$ cat src/rtl/fixed_alu_sequencer.sv
// Fixed-point ALU command sequencer: queues Q16.16 commands in a small FIFO,
// issues them one at a time over a start/done handshake, and returns the
// result plus flags on a valid/ready response port.
module fixed_alu_sequencer #(
    parameter int DEPTH   = 4,
    parameter int TIMEOUT = 15
) (
    input  logic        clk,
    input  logic        reset_n,
    input  logic        cmd_valid,
    output logic        cmd_ready,
    input  logic [31:0] cmd_a,
    input  logic [31:0] cmd_b,
    input  logic [3:0]  cmd_op,
    output logic [31:0] alu_a,
    output logic [31:0] alu_b,
    output logic [3:0]  alu_op,
    output logic        alu_start,
    input  logic [31:0] alu_result,
    input  logic        alu_done,
    input  logic        alu_ovf,
    input  logic        alu_unf,
    input  logic        alu_dbz,
    output logic        rsp_valid,
    input  logic        rsp_ready,
    output logic [31:0] rsp_result,
    output logic [3:0]  rsp_flags,
    output logic        busy
);

    localparam int AW = $clog2(DEPTH);
    localparam logic [7:0] TO_CNT = 8'(TIMEOUT);

    typedef struct packed {
        logic [3:0]  op;
        logic [31:0] b;
        logic [31:0] a;
    } cmd_t;

    typedef enum logic [1:0] {
        IDLE  = 2'd0,
        ISSUE = 2'd1,
        WAIT  = 2'd2,
        RESP  = 2'd3
    } state_t;

    state_t      state_q, state_d;
    cmd_t        mem [DEPTH];
    logic [AW:0] wr_ptr, rd_ptr;
    logic        full, empty, push, pop;
    logic [7:0]  cnt;

    // Pointer MSB acts as a lap bit so full and empty are distinguishable.
    assign empty     = (wr_ptr == rd_ptr);
    assign full      = (wr_ptr[AW] != rd_ptr[AW]) && (wr_ptr[AW-1:0] == rd_ptr[AW-1:0]);
    assign cmd_ready = !full;
    assign push      = cmd_valid && !full;
    assign pop       = (state_q == IDLE) && !empty;
    assign alu_start = (state_q == ISSUE);
    assign busy      = (state_q != IDLE) || !empty;

    // FIFO pointers; pop only sees entries written on an earlier edge.
    always_ff @(posedge clk or negedge reset_n) begin
        if (!reset_n) begin
            wr_ptr <= '0;
            rd_ptr <= '0;
        end else begin
            if (push) wr_ptr <= wr_ptr + 1'b1;
            if (pop)  rd_ptr <= rd_ptr + 1'b1;
        end
    end

    // FIFO storage; contents are don't-care while the pointers say empty.
    always_ff @(posedge clk) begin
        if (push) mem[wr_ptr[AW-1:0]] <= '{op: cmd_op, b: cmd_b, a: cmd_a};
    end

    // State register.
    always_ff @(posedge clk or negedge reset_n) begin
        if (!reset_n) state_q <= IDLE;
        else          state_q <= state_d;
    end

    // Next-state logic; done takes priority over the timeout in WAIT.
    always_comb begin
        state_d = state_q;
        case (state_q)
            IDLE:  if (!empty) state_d = ISSUE;
            ISSUE: state_d = WAIT;
            WAIT:  if (alu_done || cnt == TO_CNT) state_d = RESP;
            RESP:  if (rsp_ready) state_d = IDLE;
            default: state_d = IDLE;
        endcase
    end

    // ALU operand registers: loaded on pop, held until the next pop.
    always_ff @(posedge clk or negedge reset_n) begin
        if (!reset_n) begin
            alu_a  <= '0;
            alu_b  <= '0;
            alu_op <= '0;
        end else if (pop) begin
            alu_a  <= mem[rd_ptr[AW-1:0]].a;
            alu_b  <= mem[rd_ptr[AW-1:0]].b;
            alu_op <= mem[rd_ptr[AW-1:0]].op;
        end
    end

    // Wait-cycle counter: cleared on issue, counts while waiting for done.
    always_ff @(posedge clk or negedge reset_n) begin
        if (!reset_n)                   cnt <= '0;
        else if (state_q == ISSUE)      cnt <= '0;
        else if (state_q == WAIT && !alu_done && cnt != TO_CNT)
                                        cnt <= cnt + 8'd1;
    end

    // Response capture; done wins over timeout, stray done elsewhere ignored.
    always_ff @(posedge clk or negedge reset_n) begin
        if (!reset_n) begin
            rsp_valid  <= 1'b0;
            rsp_result <= '0;
            rsp_flags  <= '0;
        end else begin
            if (state_q == WAIT) begin
                if (alu_done) begin
                    rsp_result <= alu_result;
                    rsp_flags  <= {1'b0, alu_dbz, alu_unf, alu_ovf};
                    rsp_valid  <= 1'b1;
                end else if (cnt == TO_CNT) begin
                    rsp_result <= '0;
                    rsp_flags  <= 4'b1000;
                    rsp_valid  <= 1'b1;
                end
            end else if (state_q == RESP && rsp_ready) begin
                rsp_valid <= 1'b0;
            end
        end
    end

endmodule

$ cat config.mk
export PLATFORM = sky130hd
export DESIGN_NAME = fixed_alu_sequencer
export DESIGN_NICKNAME = d
export VERILOG_FILES = /design/src/rtl/fixed_alu_sequencer.sv
export SDC_FILE = /design/constraint.sdc
export NUM_CORES = 1
export LEC_CHECK = 0
export ABC_AREA = 1
export ABC_CLOCK_PERIOD_IN_PS = 4150
export CAP_MARGIN = 25
export CORE_MARGIN = 2
export CORE_UTILIZATION = 51
export CTS_BUF_LIST = sky130_fd_sc_hd__clkbuf_2 sky130_fd_sc_hd__clkbuf_4 sky130_fd_sc_hd__clkbuf_8
export DETAILED_ROUTE_END_ITERATION = 16
export PLACE_DENSITY_LB_ADDON = 0.2
export SKIP_CTS_REPAIR_TIMING = 1
export SLEW_MARGIN = 20
export SYNTH_ARGS = -nofsm -noshare
export SYNTH_HDL_FRONTEND = slang
export SYNTH_SLANG_ARGS = --single-unit
$ cat constraint.sdc
create_clock -name clk -period 4.15 [get_ports clk]
set_input_delay 0.83 -clock clk [delete_from_list [all_inputs] [get_ports clk]]
set_output_delay 0.83 -clock clk [all_outputs]
set_load 0.02 [all_outputs]
==> results.ini <==
[sta]
relSlewSlack_pct=42.8
rsz0062_at_grt=false
min_period_ns=3.40
finalHoldViolations=0
skew_ns=0.0213
maxSlewViolCount=0
min_period_over_period_pct=81.9
fmax_mhz=294
whs_ns=0.279
setup_viol=0
worstMarginPinSlew_ns=0.858

[run_status]
status=complete, no violations

[power]
p_switching_mw=5.39
p_clk_share_pct=22.7
leakage_nw=7.08
pwr-share-comb_pct=37.0
switching_share_pct=36.4
p_int_mw=9.43
power_mw=14.8
seq_power_share_pct=40.3
vdd.ir_drop.worst_uv=453
powerDensity_mw_per_mm2=782

[synthesis]
yosys_warnings=0
syn-instance-count=1242
syn_nets=1361
ys_ff_latch=393
synth_area_mm2=0.0151
ys_types=29
avgSynthCellArea_um2=12.2
seq_area_frac_synth_pct=74.0

[global_route]
grt_pass1_wl_um=51600
grt_pass1_vias=9758
overflow=0
gr-usage-all-layers_pct=21.2
grt_max_degree=76
grt_antenna_before_repair=1

[critical_path]
worst_r2r_path_depth=5
cp.required_ns=3.32
crit_path_end_kind=output pin
reg2reg_to=mem[2][62]
cp.arrival_ns=2.57
r2r_setup_slack_ns=1.34
r2r-start=rd_ptr[0]
crit_path_max_fanout=70
critPathCapture=cmd_ready
crit_start=rd_ptr[0]
critPathKind=reg -> out
crit_path_start_kind=flip-flop

[clocking]
cts_made_buffers=60
cts_max_level=2
cts_tree=yes
clk_pin_slew_ns=0.06
clk_path_buf_depth=3
worstSkewPairLatency_ns=0.59
numClockSinks=393
cts_root_buf=clkbuf_8

[route]
drtPass1Iterations=7
wl_per_cell_um=17.3
drc=0
drtIter0Drc=595
vias=10100
ant_nets=0
vias_per_cell=5.27
wirelength_um=33000

[layout]
nets=1584
multiInputGateArea_mm2=0.00353
final_common_cell=nor2_1
seqCellArea_mm2=0.0112
filler_cell_count=2203
areaGrowthSynthToFinish_pct=25.3
drive_gt1_share_pct=9.11
mostFrequentLayoutCells=nor2_1, edfxtp_1, clkdlybuf4s50_1, nand2_1, o21ai_0
layout.cells.non_filler=1906

[die]
initial_core_util_pct=51.4
num_io_pins=216
die_w_um=176
core_area_mm2=0.0294
rows=63
dieHeight_um=176
dieArea_mm2=0.0310

[worst_hold_path]
hold_path_class=in -> async

[placement]
port_buffers=215
dp_hpwl_um=19300
gp_congestion=0.813
dp_cells=1792

[run]
drv_cap=0

## sequential cells by signal (all words and copies together), names as in the netlist
| name | count |
|---|---|
| wr_ptr | 3 |
| alu_op | 4 |
| rsp_result | 32 |
| cnt | 8 |
| mem | 272 |
| state_q | 2 |
| rsp_flags | 4 |
| alu_a | 32 |
| rsp_valid | 1 |
| rd_ptr | 3 |
| alu_b | 32 |
## power groups by stage
stage               logic, mW  clock network, mW  registers (mW)
floorplan                2.93                  0            6.53
global placement         5.41                  0            6.02
detailed placement       5.51                  0            6.05
CTS                      5.53               3.43            5.98
global route             6.06               3.61            6.10
finish                   5.48               3.37            5.98
## synthesized netlist by cell type (all sizes together)
cell      n  area share (%)
nand3    11            0.40
inv      22            0.55
clkinv    1           0.025
nor2    286             7.1
dfrtp   121              20
clkbuf   37            0.92
and2      1           0.041
edfxtp  272              54
nand3b    1           0.050
nand2   146             3.7
buf      35             1.4
o22ai    68             2.8
xnor2     3            0.30
or2       1           0.041
ha       11            0.91
a21oi    72             2.4
o21bai    2            0.12
o21ai   144             4.8
nand4     4            0.17
xor2      4            0.23
## cell families after synthesis
family / Yosys count / share of synthesized area (%)
AOI/OAI and AO/OA: 286 / 10.1
xor gates and xnor gates: 7 / 0.530
adders and majority gates: 11 / 0.910
buffers and inverters: 95 / 2.94
DFF: 393 / 74.0
and+or+nand+nor: 450 / 11.5
## metal layers
metal,part of all wire (%),global-route usage [%],wire length [um],vias up
met4,2.0,5.85,655,0
met1,44,29.3,14500,4861
met5,0,0,0,-
met2,47,34.4,15500,333
met3,7.1,4.39,2340,53
li1,-,-,-,4807
## worst max-delay path, stage by stage, from the launching register on
cell	delay (ns)
dfrtp_4	0.92
xnor2_4	0.21
nand4_1	0.24
clkdlybuf4s50_1	0.63
## area by class of cell
cell class / count / share of cell area, %
sequential: 393 / 59.1
multi-input combinational: 754 / 18.6
timing repair buffer: 233 / 12.2
clock buffer: 95 / 6.17
tap: 390 / 2.57
clock inverter: 17 / 0.786
inverter: 23 / 0.469
antenna: 1 / 0.0132
## worst min-delay path by stage
stage	start	slack, ns	endpoint	depth (start not counted)
after floorplan	cnt[1]	0.47	cnt[1]	2
after global placement	rsp_result[7]	0.45	rsp_result[7]	2
after detailed placement	rsp_result[0]	0.46	rsp_result[0]	2
after CTS	reset_n	0.28	alu_a[12]	1
after global routing	reset_n	0.31	alu_a[13]	1
final	reset_n	0.28	alu_a[11]	1
## through the flow
stage          TNS, ns  instance area (um2)  setup slack, ns  util (%)
4_1_cts              0                18900            0.679      64.4
3_3_place_gp         0                17600             1.33      59.9
2_1_floorplan   -99.31                15100           -0.365         -
3_5_place_dp         0                17600             1.31      59.9
6_report             0                19000            0.751      64.5
5_1_grt              0                18900            0.598      64.4
Power figures use the tool's default switching activity.
